### config.mk
export PLATFORM = sky130hd
export DESIGN_NAME = cpu_branch_resolver
export DESIGN_NICKNAME = d
export VERILOG_FILES = /design/src/rtl/cpu_bp_pkg.sv /design/src/rtl/cpu_branch_queue.sv /design/src/rtl/cpu_branch_resolver.sv
export SDC_FILE = /design/constraint.sdc
export NUM_CORES = 1
export LEC_CHECK = 0
export CAP_MARGIN = 30
export CORE_MARGIN = 5
export CORE_UTILIZATION = 57
export CTS_CLUSTER_SIZE = 25
export DETAILED_ROUTE_END_ITERATION = 8
export PLACE_DENSITY = 0.86
export REMOVE_ABC_BUFFERS = 1
export SLEW_MARGIN = 20
export SYNTH_ARGS = -nofsm -noshare
export SYNTH_HDL_FRONTEND = slang
export SYNTH_SLANG_ARGS = --single-unit
export TNS_END_PERCENT = 1
### constraint.sdc
create_clock -name clk -period 6.2 [get_ports clk]
set_input_delay 1.55 -clock clk [delete_from_list [all_inputs] [get_ports clk]]
set_output_delay 1.55 -clock clk [all_outputs]
set_load 0.005 [all_outputs]
### src/rtl/cpu_bp_pkg.sv
// Shared branch-prediction package.
// Holds the default address width and queue depth used by both the
// fetch-side predictor and the execute-side resolver, the instruction
// size used for fall-through PCs, and the in-flight branch record type.
package cpu_bp_pkg;

    localparam int BP_XLEN        = 32;
    localparam int BP_DEPTH_WIDTH = 2;
    localparam int INSN_BYTES     = 4;

    // One in-flight conditional branch: its PC and the direction fetch
    // predicted for it.
    typedef struct packed {
        logic [BP_XLEN-1:0] pc;
        logic               pred_taken;
    } bp_entry_t;

endpackage

### src/rtl/cpu_branch_queue.sv
// In-order queue of in-flight branch predictions.
// Circular buffer with read/write pointers that wrap modulo the depth and
// an explicit occupancy count one bit wider than the pointers.
//
// Ports:
//   clk, rst_n   clock, synchronous active-low reset
//   push         write push_entry at the tail (ignored when full unless popping)
//   push_entry   branch record to append
//   pop          drop the head entry (caller only pops a non-empty queue)
//   clear        empty the queue after any pop; a simultaneous push is dropped
//   head         oldest entry
//   count        number of valid entries
//   full         count equals the depth
module cpu_branch_queue
    import cpu_bp_pkg::*;
#(
    parameter int DEPTH_WIDTH = BP_DEPTH_WIDTH
) (
    input  logic                 clk,
    input  logic                 rst_n,
    input  logic                 push,
    input  bp_entry_t            push_entry,
    input  logic                 pop,
    input  logic                 clear,
    output bp_entry_t            head,
    output logic [DEPTH_WIDTH:0] count,
    output logic                 full
);

    localparam int DEPTH = 1 << DEPTH_WIDTH;
    localparam logic [DEPTH_WIDTH:0] DEPTH_CNT = (DEPTH_WIDTH + 1)'(DEPTH);

    bp_entry_t              mem [DEPTH];
    logic [DEPTH_WIDTH-1:0] rd_ptr;
    logic [DEPTH_WIDTH-1:0] wr_ptr;
    logic                   do_push;

    assign full    = (count == DEPTH_CNT);
    // A pop in the same cycle frees the slot the push needs.
    assign do_push = push && (!full || pop) && !clear;
    assign head    = mem[rd_ptr];

    always_ff @(posedge clk) begin
        if (do_push) begin
            mem[wr_ptr] <= push_entry;
        end
    end

    always_ff @(posedge clk) begin
        if (!rst_n) begin
            rd_ptr <= '0;
            wr_ptr <= '0;
            count  <= '0;
        end else if (clear) begin
            // Write pointer stays put; the read pointer catches up to it.
            rd_ptr <= wr_ptr;
            count  <= '0;
        end else begin
            if (do_push) begin
                wr_ptr <= wr_ptr + 1'b1;
            end
            if (pop) begin
                rd_ptr <= rd_ptr + 1'b1;
            end
            count <= count + {{DEPTH_WIDTH{1'b0}}, do_push} - {{DEPTH_WIDTH{1'b0}}, pop};
        end
    end

endmodule

### src/rtl/cpu_branch_resolver.sv
// Execute-stage branch resolver.
// Keeps the fetch-time prediction of each in-flight conditional branch,
// compares it with the actual outcome when execute resolves the oldest
// branch, trains the predictor through update/update_addr/update_taken,
// and on a wrong prediction redirects fetch and squashes younger entries.
//
// Ports:
//   clk, rst_n                         clock, synchronous active-low reset
//   push, push_pc, push_taken          branch issued by fetch with its prediction
//   full                               queue full, fetch must stall branches
//   resolve, resolve_pc,
//   resolve_taken, resolve_target      outcome of the oldest branch
//   flush                              external squash of all in-flight branches
//   update, update_addr, update_taken  predictor training pulse
//   mispredict, redirect_pc            fetch redirect pulse and target
//   err                                sticky protocol error (bad resolve)
//   branch_cnt, mispredict_cnt         wrapping performance counters
// Entry width follows the package BP_XLEN; XLEN is expected to match it.
module cpu_branch_resolver
    import cpu_bp_pkg::*;
#(
    parameter int XLEN        = BP_XLEN,
    parameter int DEPTH_WIDTH = BP_DEPTH_WIDTH,
    parameter int CNT_WIDTH   = 32
) (
    input  logic                 clk,
    input  logic                 rst_n,
    input  logic                 push,
    input  logic [XLEN-1:0]      push_pc,
    input  logic                 push_taken,
    output logic                 full,
    input  logic                 resolve,
    input  logic [XLEN-1:0]      resolve_pc,
    input  logic                 resolve_taken,
    input  logic [XLEN-1:0]      resolve_target,
    input  logic                 flush,
    output logic                 update,
    output logic [XLEN-1:0]      update_addr,
    output logic                 update_taken,
    output logic                 mispredict,
    output logic [XLEN-1:0]      redirect_pc,
    output logic                 err,
    output logic [CNT_WIDTH-1:0] branch_cnt,
    output logic [CNT_WIDTH-1:0] mispredict_cnt
);

    bp_entry_t            push_entry;
    bp_entry_t            head;
    logic [DEPTH_WIDTH:0] count;
    logic                 resolve_ok;
    logic                 wrong_dir;
    logic                 squash;
    logic [XLEN-1:0]      fall_through;

    assign push_entry = '{pc: push_pc, pred_taken: push_taken};

    assign resolve_ok   = resolve && (count != '0) && (resolve_pc == head.pc);
    assign wrong_dir    = resolve_ok && (resolve_taken != head.pred_taken);
    // Everything behind a mispredicted branch is on the wrong path.
    assign squash       = flush || wrong_dir;
    assign fall_through = head.pc + XLEN'(INSN_BYTES);

    // Only a valid resolve pops, so a push into a full queue is taken only
    // when a slot really frees up; a bad resolve cannot cause an overwrite.
    cpu_branch_queue #(
        .DEPTH_WIDTH (DEPTH_WIDTH)
    ) u_queue (
        .clk        (clk),
        .rst_n      (rst_n),
        .push       (push),
        .push_entry (push_entry),
        .pop        (resolve_ok),
        .clear      (squash),
        .head       (head),
        .count      (count),
        .full       (full)
    );

    always_ff @(posedge clk) begin
        if (!rst_n) begin
            update         <= 1'b0;
            update_addr    <= '0;
            update_taken   <= 1'b0;
            mispredict     <= 1'b0;
            redirect_pc    <= '0;
            err            <= 1'b0;
            branch_cnt     <= '0;
            mispredict_cnt <= '0;
        end else begin
            update     <= resolve_ok;
            mispredict <= wrong_dir;
            if (resolve_ok) begin
                update_addr  <= head.pc;
                update_taken <= resolve_taken;
                branch_cnt   <= branch_cnt + CNT_WIDTH'(1);
            end
            if (wrong_dir) begin
                mispredict_cnt <= mispredict_cnt + CNT_WIDTH'(1);
                redirect_pc    <= resolve_taken ? resolve_target : fall_through;
            end
            if (resolve && !resolve_ok) begin
                err <= 1'b1;
            end
        end
    end

endmodule

## After elaboration in Yosys (flattened, before gate mapping)

Memories as Yosys holds them, arrays and structs flattened. A register that Yosys moved wholly into a read port is not among the register bits.
Cells that the tools add are included.

| storage, ports and cells | value |
|---|---|
| flip-flop bits (word level) | 139 |
| bits in writable memories | 132 |
| input port bits | 103 |
| output and inout port bits | 133 |
| logic and storage cells | 46 |
| memories kept | 1 |

| operators by class | value |
|---|---|
| add/sub/neg operators | 7 |
| equality and inequality tests | 3 |
| muxes and demuxes | 7 |
| bitwise logic cells | 2 |
| reduce and logical (&&, ||, !) cells | 15 |

Memories:

| name | depth | bits a word | rd ports | clocked after Yosys merged registers in | wr ports | line | source |
|---|---|---|---|---|---|---|---|
| u_queue.mem | 4 | 33 | 1 | 1 | 1 | cpu_branch_queue.sv:33 | `bp_entry_t mem [DEPTH];` |

Operators by type and width:

| cell | number |
|---|---|
| $add A32 B1 Y32 const B | 2 |
| $add A32 B3 Y32 const B | 1 |
| $eq A32 B32 Y1 | 1 |
| $mux W32 | 1 |
| $mux W2 | 4 |
| $logic_and A1 B1 Y1 | 6 |
| $add A2 B1 Y2 const B | 2 |
| $add A3 B1 Y3 | 1 |
| $eq A3 B3 Y1 const B | 1 |
| $logic_not A1 Y1 | 3 |
| $reduce_bool A3 Y1 | 1 |
| $sub A3 B1 Y3 | 1 |
| $logic_or A1 B1 Y1 | 2 |
| $mux W1 | 2 |
| $not A1 Y1 | 2 |
| $reduce_and A2 Y1 | 1 |
| $reduce_bool A2 Y1 | 1 |
| $reduce_or A2 Y1 | 1 |
| $ne A1 B1 Y1 | 1 |

## Longest topological paths before layout

Gate-level depths: netlist of the first run.

| logic depth | value |
|---|---|
| depth in word-level cells | 9 |
| gate-level depth with buffers | 17 |
| depth with buffers taken out | 13 |

## Hierarchy

A second synthesis of the first run with hierarchy kept.

| second synthesis, totals | value |
|---|---|
| cell total of the unflattened synthesis | 1071 |
| area total of the unflattened synthesis | 12393.1 um^2 |

Modules (own cells, without submodules):

| module | instances | cells an instance | area an instance (um^2) | sequential area each (um^2) |
|---|---|---|---|---|
| cpu_branch_resolver | 1 | 848 | 7114.3 | 2642.5 |
| cpu_branch_queue | 1 | 223 | 5278.8 | 4144.0 |

## Worst setup path after synthesis of the first run

No wires, ideal clock.

| timing | value |
|---|---|
| path type | input-to-reg |
| start point | input port resolve_pc[1] |
| end point | memory u_queue.mem[0][0] (netlist bit), enable pin |
| library setup time | 393 ps |
| arrival time | 3986 ps |
| data required time | 5807 ps |
| slack | 1820 ps |
| stages on the path | 7 |
| buffers on the path | 1 |
| cell sequence | xnor2_1 > nand4_1 > or4_1 > buf_2 > or2_2 > o31ai_4 > and2_1 |

| on the way | value |
|---|---|
| word-level cells in the longest chain between the ends | 8 |
| elaborated cells between the ends (all ways) | 10 |
| classes of those cells | eq/ne (1); mux (2); reduce/logical (7) |

Ends and longest elaborated chain:

| what | line | source |
|---|---|---|
| start: declaration | cpu_branch_resolver.sv:33 | `input logic [XLEN-1:0] resolve_pc,` |
| $eq A32 B32 Y1 * | cpu_branch_resolver.sv:57 | `assign resolve_ok = resolve && (count != '0) && (resolve_pc == head.pc);` |
| $logic_and A1 B1 Y1 * | cpu_branch_resolver.sv:57 |  |
| $logic_and A1 B1 Y1 | cpu_branch_resolver.sv:58 | `assign wrong_dir = resolve_ok && (resolve_taken != head.pred_taken);` |
| $logic_or A1 B1 Y1 | cpu_branch_resolver.sv:60 | `assign squash = flush \|\| wrong_dir;` |
| $logic_not A1 Y1 | cpu_branch_queue.sv:40 | `assign do_push = push && (!full \|\| pop) && !clear;` |
| $logic_and A1 B1 Y1 * | cpu_branch_queue.sv:40 |  |
| $mux W1 * | cpu_branch_queue.sv:44 | `if (do_push) begin` |
| $mux W1 (implied by the code) * | cpu_branch_queue.sv:45 | `mem[wr_ptr] <= push_entry;` |
| end: declaration | cpu_branch_queue.sv:33 |  |

Every way passes the cells marked *; elsewhere a longest branch is shown, timed or not.

==> results.md, run 1 <==
Synth:
- The warning count from the yosys run is 0.
- Counting every instance in the synthesized netlist gives 1145.
- In this run, synthesis inferred 132 flip-flops with an integrated enable.
- Synthesis inferred about 270 register bits.
- The average instance in the mapped netlist occupies between 10 and 15 um2.
- For this run, the leading register cell type out of synthesis is sky130_fd_sc_hd__dfxtp_1.
- The proportion of register bits with asynchronous set or reset after synthesis is 0.
- For this run, the register share of the synthesized area comes to 0.536.
- The number of different library cells in the post-synthesis netlist is 60.
- Summing every instance area after synthesis gives 12700 um2.

Setup path:
- The reg-to-reg setup timing slack is 1.66 ns.
- The largest incremental delay on the critical path is just under 0.8 ns.
- The required time of the critical path is 6.39 ns.
- The worst register-to-register path ends at u_queue.mem[1][19].
- The maximum fanout encountered on the critical timing path is 33.
- The worst setup path category is reg -> reg.
- The critical path goes through buf_4 > mux4_2 > xnor2_1 > nand4_1 > or4_1 > or2_2 > o31ai_4 > and2_1 > buf_4.
- STA classifies the critical path endpoint as a flop.
- The largest individual stage delay along the critical path comes from the cell sky130_fd_sc_hd__dfxtp_2.
- At the worst endpoint, the arrival time is 4.73 ns.
- The worst reg-to-reg path cell count is 9.
- The most frequent cell on the critical path is sky130_fd_sc_hd__buf_4.
- STA classifies the critical path startpoint as a flop.

Worst hold path:
- The class of the worst hold path is reg -> reg.
- The hold path startpoint is update_addr[12].
- The worst hold path terminates at update_addr[12].
- The worst hold path was traced through 2 stages.

Pwr:
- The static leakage power is 5.52 nW.
- The design draws 3.91 mW.
- The largest voltage drop on the vdd net is 0.000295 V.
- The power density over the cells is 243 nW/um2.

Clock tree:
- The number of gates resized after CTS was 0.
- For this design, the sink count on the clock tree is 273.
- The number of setup buffers added after CTS is 0.
- After clock tree synthesis, the clock-pin slew on the worst setup and hold paths is 0.06 ns.
- TritonCTS built the clock tree.
- In this run the clock root is driven by a sky130_fd_sc_hd__clkbuf_16.
- The maximum number of buffers from clock root to sink is 3.
- The count of H-tree levels built during CTS is 1.
- The number of CTS-inserted buffers is 29.
- The clock network latency to the later pin of the worst-skew pair is ~0.56 ns.
- The quantity of hold-fixing buffers added after cts is 0.

Placed design:
- Buffers placed on the I/O ports in this run total 235.
- The half-perimeter wire length after detailed placement is 24100 um.
- The placement-stage worst setup slack is roughly 1.2 ns.
- The routability-driven placement congestion ratio is 0.862.

Timing:
- For the pin with the worst max-slew slack, the measured transition is 0.820 ns.
- Setup repair after global routing left no endpoint under its margin.
- Derived from the worst setup path, the maximum achievable clock frequency is 220 MHz.
- The final count of pins violating max slew is 0.
- The total negative slack is 0 ns.
- The post-route fraction of the period consumed by the critical path is 0.732.
- The headroom to the max-slew limit is 0.453.
- The maximum clock skew at final layout is 0.0189 ns.
- The number of hold violations in the final report is 0.
- Once routing completed, OpenROAD measured the worst setup slack at 1.66 ns.
- The number of setup violations in the final report is 0.
- The shortest period the worst path allows is roughly 4.5 ns.

Final layout:
- Of the cells placed in the final design, the portion with a size suffix greater than 1 is 0.0812.
- Compared with the post-synthesis result, the final layout area differs by 27.3%.
- In the final design database the tool counted roughly 1500 nets.
- The commonest non-fill, non-tap cell in the layout is sky130_fd_sc_hd__clkdlybuf4s50_1.
- In the layout the commonest cells are sky130_fd_sc_hd__clkdlybuf4s50_1, sky130_fd_sc_hd__nand2_1, sky130_fd_sc_hd__dfxtp_1.

Route:
- The ratio of routed vias to standard cells is 6.01.
- The number of DRC violations after detailed-routing iteration 0 is about 830.
- The final route contains 9981 vias.
- The first TritonRoute pass finished after 5 iterations.
- Dividing the detail-routed wire length by the instance count gives 20.9 um.
- The detailed-route wire length is 34700 um.
- In this run the remaining antenna-violating nets after routing total 0.
- After detailed routing, the number of remaining DRC violations is 0.

Die:
- The area of the core is ~22000 um2.
- After floorplanning, the core was divided into 54 placement rows.
- During I/O placement, the number of pins put on the boundary was 236.
- Measured along the y axis, the die boundary spans 159 um.
- The full die area is 25300 um2.
- From left edge to right edge, the die measures 159 um.
- The initial utilization of the core area, before any placement, comes to 0.580.

Flow run:
- The tool flagged a number of max-cap violations equal to 0.

Global routing:
- The initial antenna violation count is 1.
- The maximum number of pins on one net before global-route repair is 120.
- The first global-routing pass estimated 54300 um of wire.
- The aggregate global-route resource usage is 0.263.
- The number of global-route vias before repair is 9881.
- Summed over all layers, the global routing overflow is 0.

Outcome:
- The run finished with clean final reports.
[cells in the mapped netlist, types with 7 or more instances]
library cell / number / area share
sky130_fd_sc_hd__o31ai_1: 15 / 0.0089
sky130_fd_sc_hd__edfxtp_1: 132 / 0.31
sky130_fd_sc_hd__nor2_1: 36 / 0.011
sky130_fd_sc_hd__nand2b_1: 58 / 0.029
sky130_fd_sc_hd__nand2_1: 189 / 0.056
sky130_fd_sc_hd__inv_1: 22 / 0.0065
sky130_fd_sc_hd__nand4_1: 33 / 0.016
sky130_fd_sc_hd__buf_2: 10 / 0.0040
sky130_fd_sc_hd__dfxtp_1: 141 / 0.22
sky130_fd_sc_hd__and3_1: 17 / 0.0084
sky130_fd_sc_hd__nor3_1: 14 / 0.0055
sky130_fd_sc_hd__clkbuf_1: 46 / 0.014
sky130_fd_sc_hd__xor2_1: 10 / 0.0069
sky130_fd_sc_hd__o21ai_0: 33 / 0.013
sky130_fd_sc_hd__xnor2_1: 48 / 0.033
sky130_fd_sc_hd__and2_1: 12 / 0.0059
sky130_fd_sc_hd__mux4_2: 32 / 0.057
sky130_fd_sc_hd__nand3_1: 66 / 0.026
sky130_fd_sc_hd__buf_6: 7 / 0.0062
sky130_fd_sc_hd__a21boi_0: 46 / 0.027
sky130_fd_sc_hd__ha_1: 9 / 0.0089
sky130_fd_sc_hd__nor4_1: 15 / 0.0074
sky130_fd_sc_hd__mux2i_1: 60 / 0.047
sky130_fd_sc_hd__o41ai_1: 17 / 0.012
sky130_fd_sc_hd__o311ai_0: 15 / 0.010
[cells by family (layout without fill, tap and decap cells)]
group                      after synthesis  count (layout)  share of synthesized area
xor gates and xnor gates                59              59                     0.0414
other                                    0               1                          0
and+or+nand+nor                        464             464                      0.182
buffers and inverters                   92             327                     0.0333
muxes                                   93              93                      0.105
AOI/OAI and AO/OA                      154             154                     0.0913
DFF                                    273             273                      0.536
adders and majority gates               10              10                     0.0105
[metrics by stage]
stage	instances	instance area [um2]	hold slack, ns	utilization
2_1_floorplan	1075	12300	0.457	-
3_3_place_gp	1606	15100	0.448	0.694
3_5_place_dp	1607	15200	0.459	0.695
4_1_cts	1659	16100	0.468	0.737
5_1_grt	1661	16100	0.486	0.738
6_report	1661	16100	0.462	0.738
[worst max-delay path: cells and delay by family (launching register included)]
| family | cells | cell delay [ns] |
|---|---|---|
| and+or+nand+nor | 4 | 1.47 |
| AOI/OAI and AO/OA | 1 | 0.36 |
| muxes | 1 | 0.42 |
| DFF | 1 | 0.77 |
| xor gates and xnor gates | 1 | 0.34 |
| buffers and inverters | 2 | 0.79 |
[layer usage]
layer  vias to the layer above  GRT usage  share of wire
met5                         -          0              0
met2                       447      0.435           0.48
met4                         0      0.110          0.042
li1                       4620          -              -
met1                      4820      0.347           0.39
met3                        94     0.0432          0.085
[worst max-delay path by stage]
stage | start | endpoint | slack, ns | depth (start not counted)
after global placement | resolve_pc[2] | u_queue.mem[2][29] | 1.37 | 8
after floorplan | flop | u_queue.mem[1][0] | 0.79 | 7
after detailed placement | resolve_pc[11] | u_queue.mem[1][29] | 1.23 | 9
after CTS | flop | u_queue.mem[1][19] | 1.67 | 9
final | flop | u_queue.mem[1][19] | 1.66 | 9
after global routing | flop | u_queue.count[2] | 1.46 | 12
[layout make-up]
type / count / area, um2
Clock inverter: 14 / 111
Timing Repair Buffer: 253 / 2510
Antenna cell: 1 / 2.50
Inverter: 22 / 82.6
Multi-Input combinational cell: 780 / 5450
Sequential cell: 273 / 6790
Fill cell: 1465 / 5720
Clock buffer: 38 / 800
Tap cell: 280 / 350
[flip-flops by register name (all words and copies together) (netlist names), named ones only]
register	count
err	1
redirect_pc	32
u_queue.count	3
u_queue.rd_ptr	2
update_taken	1
mispredict_cnt	32
update_addr	32
branch_cnt	32
mispredict	1
u_queue.mem	132
u_queue.wr_ptr	2
update	1
[report_power, final]
part           total (mW)  switching, mW  internal [mW]
Combinational       0.319          0.175          0.144
Sequential           1.92         0.0134           1.91
Clock                1.66          0.714          0.949
Power figures use the tool's default switching activity.
==> inputs of run 2 (changes only) <==
--- a/config.mk
+++ b/config.mk
@@ -7,10 +7,10 @@
 export LEC_CHECK = 0
 export CAP_MARGIN = 30
 export CORE_MARGIN = 5
-export CORE_UTILIZATION = 57
+export CORE_UTILIZATION = 53
 export CTS_CLUSTER_SIZE = 25
 export DETAILED_ROUTE_END_ITERATION = 8
-export PLACE_DENSITY = 0.86
+export PLACE_DENSITY = 0.81
 export REMOVE_ABC_BUFFERS = 1
 export SLEW_MARGIN = 20
 export SYNTH_ARGS = -nofsm -noshare
==> constraint.sdc (replaced) <==
create_clock -name clk -period 4.6 [get_ports clk]
set_input_delay 1.15 -clock clk [delete_from_list [all_inputs] [get_ports clk]]
set_output_delay 1.15 -clock clk [all_outputs]
set_load 0.005 [all_outputs]
==> run 2 against run 1 <==
  * Global-route usage is 1.4 points lower
  * Final cell count up 3.2%
  * Clock power rose by 37%
  * Fmax up 10%
  * Clock skew is 0.011 ns lower
  * Register-to-register slack got worse by 1.2 ns
  * Utilization down 4.3 points
  * Routed wire length up 0.26%
  * Flip-flop and latch count unchanged
  * Design area is 1.2% higher
  * Die area rose by 7.1%
  * Non-clock buffer count rose by 14
  * Largest cell class unchanged
  * Highest routed layer unchanged
==> results.md, run 2 (same netlist as run 1, synthesis figures left out) <==
Setup path:
- The data arrival time of the critical path is 4.56 ns (was 4.73 ns).
- The maximum fanout encountered on the critical timing path was 12 (was 33).
- The critical path endpoint category is a flop (unchanged).
- The reg-to-reg setup timing slack is 0.47 ns (was 1.66 ns).
- The required time of the critical path is 5.04 ns (was 6.39 ns).
- The worst reg-to-reg path cell count is 14 (was 9).
- The capture instance of the worst register-to-register path is u_queue.count[2] (was u_queue.mem[1][19]).
- The launching element type of the critical path was a flop (unchanged).
- The worst setup path category is reg -> reg (unchanged).

Final layout:
- Most frequent cells in the layout: sky130_fd_sc_hd__clkdlybuf4s50_1, sky130_fd_sc_hd__nand2_1, sky130_fd_sc_hd__dfxtp_1 (unchanged).
- The number of flip-flops under the largest register name is 132 (unchanged).
- The commonest non-fill, non-tap cell in the layout is sky130_fd_sc_hd__clkdlybuf4s50_1 (unchanged).
- The post-route cell area is 16300 um2 (was 16100 um2).
- The final net count is 1485 (was 1472).
- The proportion of layout cells with a drive suffix above 1 is 0.0911 (was 0.0812).
- The relative area change from synthesis to final layout is 28.8% (was 27.3%).
- The largest register by flop count is u_queue.mem (unchanged).

Clock tree:
- The maximum number of buffers from clock root to sink is 3 (unchanged).
- The clock sink count came to 273 (unchanged).
- The number of buffers added for setup after CTS is 0 (unchanged).
- The TritonCTS clock tree is done (unchanged).
- The clock input transition at the sequential cells of the worst setup and hold paths is 0.06 ns (about the same).
- The count of instances resized after the clock tree is built was 0 (unchanged).
- The quantity of hold-fixing buffers added after cts was 0 (unchanged).
- The clock network latency to the later pin of the worst-skew pair is 0.54 ns (was 0.56 ns).
- The number of CTS-inserted buffers was 28 (was 29).
- The master cell of the clock root buffer is sky130_fd_sc_hd__clkbuf_16 (unchanged).
- The count of H-tree levels built during CTS was 1 (unchanged).

Timing:
- The number of hold violations in the final report is 0 (unchanged).
- The headroom to the max-slew limit was 0.434 (was 0.453).
- The shortest period the worst path allows is 4.13 ns (was 4.54 ns).
- The number of setup violations in the final report is 0 (unchanged).
- The maximum clock rate is 242 MHz (was 220 MHz).
- The final count of pins violating max slew is 0 (unchanged).
- The post-route fraction of the period consumed by the critical path was 0.897 (was 0.732).
- The slew at the pin closest to its max-slew limit was 0.848 ns (was 0.820 ns).
- Unrepaired setup endpoints after global routing: false (unchanged).
- The maximum clock skew at final layout is 0.00763 ns (was 0.0189 ns).
- The worst-case hold slack is 0.461 ns (was 0.462 ns).

Placed design:
- The total cell area at the placement stage is 15400 um2 (was 15200 um2).
- The count of input and output buffers is 235 (unchanged).
- The half-perimeter wire length after detailed placement was 24600 um (was 24100 um).
- The routability-driven placement congestion ratio is 0.889 (was 0.862).

Pwr:
- The power density over the cells is 326 nW/um2 (was 243 nW/um2).
- The static leakage power is 5.61 nW (was 5.52 nW).
- The largest voltage drop on the vdd net is 0.000343 V (was 0.000295 V).
- The total design power is 5.31 mW (was 3.91 mW).

Worst hold path:
- The hold path startpoint is update_addr[11] (was update_addr[12]).
- The number of cells on the worst hold path is 2 (unchanged).
- The end point of the worst hold path is update_addr[11] (was update_addr[12]).
- The class of the worst hold path is reg -> reg (unchanged).

Route:
- The number of DRC violations after detailed-routing iteration 0 came to 1040 (was 832).
- The average detailed-routed wire length per instance is 20.3 um (was 20.9 um).
- The via count is 9997 (was 9981).
- The detailed-route wire length is 34800 um (was 34700 um).
- The number of detailed-route iterations in the first pass was 5 (unchanged).
- The number of design rule violations left after detail routing came to 0 (unchanged).
- The ratio of routed vias to standard cells is 5.83 (was 6.01).
- The number of nets with antenna violations after routing was 0 (unchanged).

Global routing:
- The first-pass GRT wire length is 53000 um (was 54300 um).
- The aggregate global-route resource usage is 0.249 (was 0.263).
- The maximum number of pins on one net before global-route repair is 112 (was 120).
- The number of global-route vias before repair is 9649 (was 9881).
- The initial antenna violation count came to 1 (unchanged).
- The total congestion overflow after global routing is 0 (unchanged).

Outcome:
- Run status: complete, no violations (unchanged).

Die:
- The number of I/O pins is 236 (unchanged).
- The initial cell density of the core is 0.539 (was 0.580).
- The area of the core is 23500 um2 (was 21800 um2).
- The vertical extent of the die is 165 um (was 159 um).
- The number of placement rows is 56 (was 54).
- The full die area came to 27100 um2 (was 25300 um2).
- The die boundary width was 165 um (was 159 um).

Flow run:
- The max-cap check violation count was 0 (unchanged).
[run 2: cell count changes in the layout (fill, tap and decap cells not counted), sizes merged]
| cell | change |
|---|---|
| buf | +14 |
| clkbuf | +4 |
| clkinv | -2 |
| clkinvlp | -1 |
| inv | -1 |
[run 2: per-stage QoR]
step,setup TNS [ns],utilization,setup slack (ns),std cells
floorplan,-120.40,-,-0.807,1075
global placement,0,0.654,0.408,1661
detailed placement,0,0.654,0.266,1661
CTS,0,0.694,0.504,1713
global route,0,0.694,0.276,1714
finish,0,0.694,0.473,1714
[run 2: worst max-delay path by stage]
| stage | endpoint | slack (ns) | cells after the start |
|---|---|---|---|
| floorplan | u_queue.mem[1][0] | -0.81 | 7 |
| global placement | u_queue.count[2] | 0.41 | 11 |
| detailed placement | u_queue.count[2] | 0.27 | 13 |
| CTS | u_queue.count[2] | 0.50 | 14 |
| global route | u_queue.count[2] | 0.28 | 13 |
| finish | u_queue.count[2] | 0.47 | 14 |
[run 2: cell type report]
type | instances | area, um2
diodes | 1 | 2.50
clock inverters | 10 | 75.1
clock buffers | 42 | 861
multi-input cells | 780 | 5460
inverters | 22 | 82.6
repair buffers | 267 | 2630
flip-flops and latches | 273 | 6790
well taps | 319 | 399
fillers | 1703 | 7170
[run 2: worst max-delay path: stages, from the launching register on]
cell and delay (ns):
sky130_fd_sc_hd__dfxtp_2 0.42, sky130_fd_sc_hd__buf_4 0.31, sky130_fd_sc_hd__mux4_2 0.64, sky130_fd_sc_hd__xnor2_1 0.38, sky130_fd_sc_hd__nand2_1 0.11, sky130_fd_sc_hd__nor3_1 0.20, sky130_fd_sc_hd__nand4_1 0.17, sky130_fd_sc_hd__nor3_1 0.52
sky130_fd_sc_hd__ha_1 0.22, sky130_fd_sc_hd__inv_1 0.04, sky130_fd_sc_hd__ha_1 0.20, sky130_fd_sc_hd__fa_1 0.38, sky130_fd_sc_hd__xnor2_1 0.15, sky130_fd_sc_hd__xnor2_1 0.12, sky130_fd_sc_hd__and3_1 0.17
[run 2: layer usage]
layer / share of wire / global-route usage / routed length [um] / up-vias
met2: 0.49 / 0.429 / 17200 / 428
met4: 0.027 / 0.0718 / 949 / 0
met3: 0.081 / 0.0417 / 2830 / 67
met5: 0 / 0 / 0 / -
met1: 0.40 / 0.327 / 13800 / 4858
li1: - / - / - / 4644
[run 2: where the power goes]
| group | switching, mW | internal (mW) |
|---|---|---|
| Combinational | 0.243 | 0.199 |
| Sequential | 0.0127 | 2.58 |
| Clock | 0.928 | 1.35 |
==> inputs of run 3 (changes only) <==
--- a/config.mk
+++ b/config.mk
@@ -11,7 +11,6 @@
 export CTS_CLUSTER_SIZE = 25
 export DETAILED_ROUTE_END_ITERATION = 8
 export PLACE_DENSITY = 0.81
-export REMOVE_ABC_BUFFERS = 1
 export SLEW_MARGIN = 20
 export SYNTH_ARGS = -nofsm -noshare
 export SYNTH_HDL_FRONTEND = slang
==> run 3 against run 2 <==
  * Clock power barely moved
  * Final cell count rose by 0.41%
  * Count of clock-buffer cells in the layout shrank 8
  * Hold slack gained 0.0037 ns
  * Fmax decreased by 4.8%
==> results.md, run 3 (same netlist as run 1, synthesis figures left out) <==
Outcome:
- Run status: complete, no violations (unchanged).

Setup path:
- The worst setup path category is reg -> reg (unchanged).
- The required time of the critical path is 5.03 ns (was 5.04 ns).
- The most frequent cell on the critical path is sky130_fd_sc_hd__xnor2_1 (unchanged).
- The critical-path cell with the highest stage delay is sky130_fd_sc_hd__or4_1 (was sky130_fd_sc_hd__mux4_2).
- The reg-to-reg setup timing slack came to 0.26 ns (was 0.47 ns).
- The count of buffer and inverter cells on the critical path is 1 (was 2).
- The launching element type of the critical path is a flop (unchanged).
- The critical path's top delay family is simple AND/OR/NAND/NOR gates (unchanged).
- The worst reg-to-reg path cell count is 12 (was 14).
- The capture instance of the worst register-to-register path is u_queue.count[2] (unchanged).
- Worst-path cell chain: buf_4 > mux4_2 > xnor2_1 > nand4_1 > or4_1 > o21ai_0 > o31ai_4 > ha_1 > fa_1 > xnor2_1 > xnor2_1 > and3_1 (was buf_4 > mux4_2 > xnor2_1 > nand2_1 > nor3_1 > nand4_1 > nor3_1 > ha_1 > inv_1 > ha_1 > fa_1 > xnor2_1 > xnor2_1 > and3_1).
- The critical path endpoint category is a flop (unchanged).
- The maximum fanout encountered on the critical timing path is 12 (unchanged).
- The largest incremental delay on the critical path came to 0.73 ns (was 0.64 ns).
- The data arrival time of the critical path is 4.76 ns (was 4.56 ns).

Worst hold path:
- The hold path startpoint is redirect_pc[12] (was update_addr[11]).
- The class of the worst hold path is reg -> reg (unchanged).
- The number of cells on the worst hold path is 2 (unchanged).
- The end point of the worst hold path was redirect_pc[12] (was update_addr[11]).

Global routing:
- The met1 track demand over resource is 0.350 (was 0.327).
- The total congestion overflow after global routing was 0 (unchanged).
- The maximum number of pins on one net before global-route repair came to 108 (was 112).
- The global routing usage on met3 was 0.0681 (was 0.0417).
- The most used routing layer in global routing is met2 (unchanged).
- The initial antenna violation count is 0 (was 1).
- The met2 usage came to 0.427 (was 0.429).
- The aggregate global-route resource usage was 0.266 (was 0.249).
- The first-pass GRT wire length is 55600 um (was 53000 um).
- The number of global-route vias before repair is 9913 (was 9649).

Die:
- The full die area came to 27100 um2 (unchanged).
- The number of I/O pins is 236 (unchanged).
- The area of the core is 23500 um2 (unchanged).
- The initial cell density of the core is 0.539 (unchanged).
- The vertical extent of the die is 165 um (unchanged).
- The die boundary width came to 165 um (unchanged).
- The number of placement rows came to 56 (unchanged).

Route:
- The number of nets with antenna violations after routing came to 0 (unchanged).
- The detailed-route wire length was 36800 um (was 34800 um).
- The number of design rule violations left after detail routing is 0 (unchanged).
- The average detailed-routed wire length per instance is 21.4 um (was 20.3 um).
- The ratio of routed vias to standard cells is 5.89 (was 5.83).
- The via count is 10100 (was 9997).
- The number of DRC violations after detailed-routing iteration 0 came to 1059 (was 1040).
- The number of detailed-route iterations in the first pass is 6 (was 5).

Placed design:
- The routability-driven placement congestion ratio is 0.859 (was 0.889).
- The count of input and output buffers is 235 (unchanged).
- The count of placed standard cells including taps was 1668 (was 1661).
- The placement-stage worst setup slack was 0.148 ns (was 0.266 ns).
- The half-perimeter wire length after detailed placement is 26400 um (was 24600 um).
- The total cell area at the placement stage is 15400 um2 (about the same).

Pwr:
- The largest voltage drop on the vdd net is 0.000280 V (was 0.000343 V).
- The static leakage power is 5.62 nW (was 5.61 nW).
- The total design power is 5.32 mW (was 5.31 mW).
- The power density over the cells was 325 nW/um2 (was 326 nW/um2).

Timing:
- The post-route fraction of the period consumed by the critical path is 0.943 (was 0.897).
- The slew at the pin closest to its max-slew limit is 0.856 ns (was 0.848 ns).
- The maximum clock skew at final layout is 0.0226 ns (was 0.00763 ns).
- The number of hold violations in the final report is 0 (unchanged).
- The shortest period the worst path allows was 4.34 ns (was 4.13 ns).
- Unrepaired setup endpoints after global routing: false (unchanged).
- The post-route worst setup slack is 0.264 ns (was 0.473 ns).
- The maximum clock rate was 231 MHz (was 242 MHz).
- The total negative slack was 0 ns (unchanged).
- The headroom to the max-slew limit is 0.429 (was 0.434).
- The number of setup violations in the final report came to 0 (unchanged).
- The final count of pins violating max slew is 0 (unchanged).

Synth:
- Counting every net in the synthesized netlist gives 1258.

Final layout:
- The proportion of layout cells with a drive suffix above 1 is 0.0942 (was 0.0911).
- The relative area change from synthesis to final layout is 29.2% (was 28.8%).
- The final net count is 1492 (was 1485).
- Most frequent cells in the layout: sky130_fd_sc_hd__clkdlybuf4s50_1, sky130_fd_sc_hd__nand2_1, sky130_fd_sc_hd__dfxtp_1 (unchanged).
- The number of fill cells in the layout is 1693 (was 1703).
- The area of all sequential standard cells came to 6790 um2 (unchanged).
- The count of placed standard cells in the final layout, fillers left out came to 1721 (was 1714).
- The commonest non-fill, non-tap cell in the layout is sky130_fd_sc_hd__clkdlybuf4s50_1 (unchanged).
- The number of flip-flops under the largest register name was 132 (unchanged).
- The largest register by flop count is u_queue.mem (unchanged).
- The footprint of the multi-input gates is 5450 um2 (was 5460 um2).
- The post-route cell area was 16300 um2 (about the same).

Clock tree:
- The maximum number of buffers from clock root to sink came to 3 (unchanged).
- The master cell of the clock root buffer is sky130_fd_sc_hd__clkbuf_16 (unchanged).
- The clock input transition at the sequential cells of the worst setup and hold paths is 0.06 ns (about the same).
- The count of H-tree levels built during CTS is 1 (unchanged).
- The number of CTS-inserted buffers was 28 (unchanged).
- The TritonCTS clock tree is done (unchanged).
- The clock sink count is 273 (unchanged).
- The clock network latency to the later pin of the worst-skew pair is 0.55 ns (was 0.54 ns).

Flow run:
- The max-cap check violation count is 0 (unchanged).
[run 3: stage by stage]
stage,utilization,hold slack [ns]
finish,0.697,0.464
global route,0.696,0.479
CTS,0.696,0.468
detailed placement,0.657,0.458
floorplan,-,0.457
global placement,0.657,0.450
[run 3: worst max path at each step]
| stage | from | to | slack (ns) | cells after the start |
|---|---|---|---|---|
| global placement | resolve_pc[12] | u_queue.count[2] | 0.19 | 11 |
| floorplan | flop | u_queue.mem[1][0] | 0.58 | 11 |
| detailed placement | resolve_pc[12] | u_queue.count[2] | 0.15 | 11 |
| finish | flop | u_queue.count[2] | 0.26 | 12 |
| CTS | flop | u_queue.count[2] | 0.25 | 13 |
| global route | flop | u_queue.count[2] | 0.04 | 12 |
[run 3: final cells by class]
cell class | count | area share
Timing Repair Buffer | 274 | 0.165
Inverter | 22 | 0.00505
Clock inverter | 18 | 0.0103
Tap cell | 319 | 0.0244
Sequential cell | 273 | 0.415
Antenna cell | 1 | 0.000153
Multi-Input combinational cell | 780 | 0.334
Clock buffer | 34 | 0.0461
[run 3: power breakdown]
group,internal [mW],switching (mW)
logic,0.203,0.249
clock network,1.33,0.939
registers,2.58,0.0175
total,4.11,1.21
[run 3: per-layer routing]
layer  wire [um]  share of wire
met3        3930           0.11
met2       16900           0.46
met4        1310          0.036
met5           0              0
met1       14600           0.40
[run 3: what timing repair did]
action | in CTS | in global routing
buffers inserted | 0 | 0
hold buffers | 0 | 0
setup endpoints to repair | 0 | 1
resized for setup | 0 | 1
[run 3: worst reg2reg max path, cell delays in order, from the launching register on]
cell and delay, ns:
sky130_fd_sc_hd__dfxtp_2 0.62, sky130_fd_sc_hd__buf_4 0.32, sky130_fd_sc_hd__mux4_2 0.60, sky130_fd_sc_hd__xnor2_1 0.21, sky130_fd_sc_hd__nand4_1 0.18, sky130_fd_sc_hd__or4_1 0.73, sky130_fd_sc_hd__o21ai_0 0.39, sky130_fd_sc_hd__o31ai_4 0.13
sky130_fd_sc_hd__ha_1 0.22, sky130_fd_sc_hd__fa_1 0.39, sky130_fd_sc_hd__xnor2_1 0.15, sky130_fd_sc_hd__xnor2_1 0.12, sky130_fd_sc_hd__and3_1 0.17
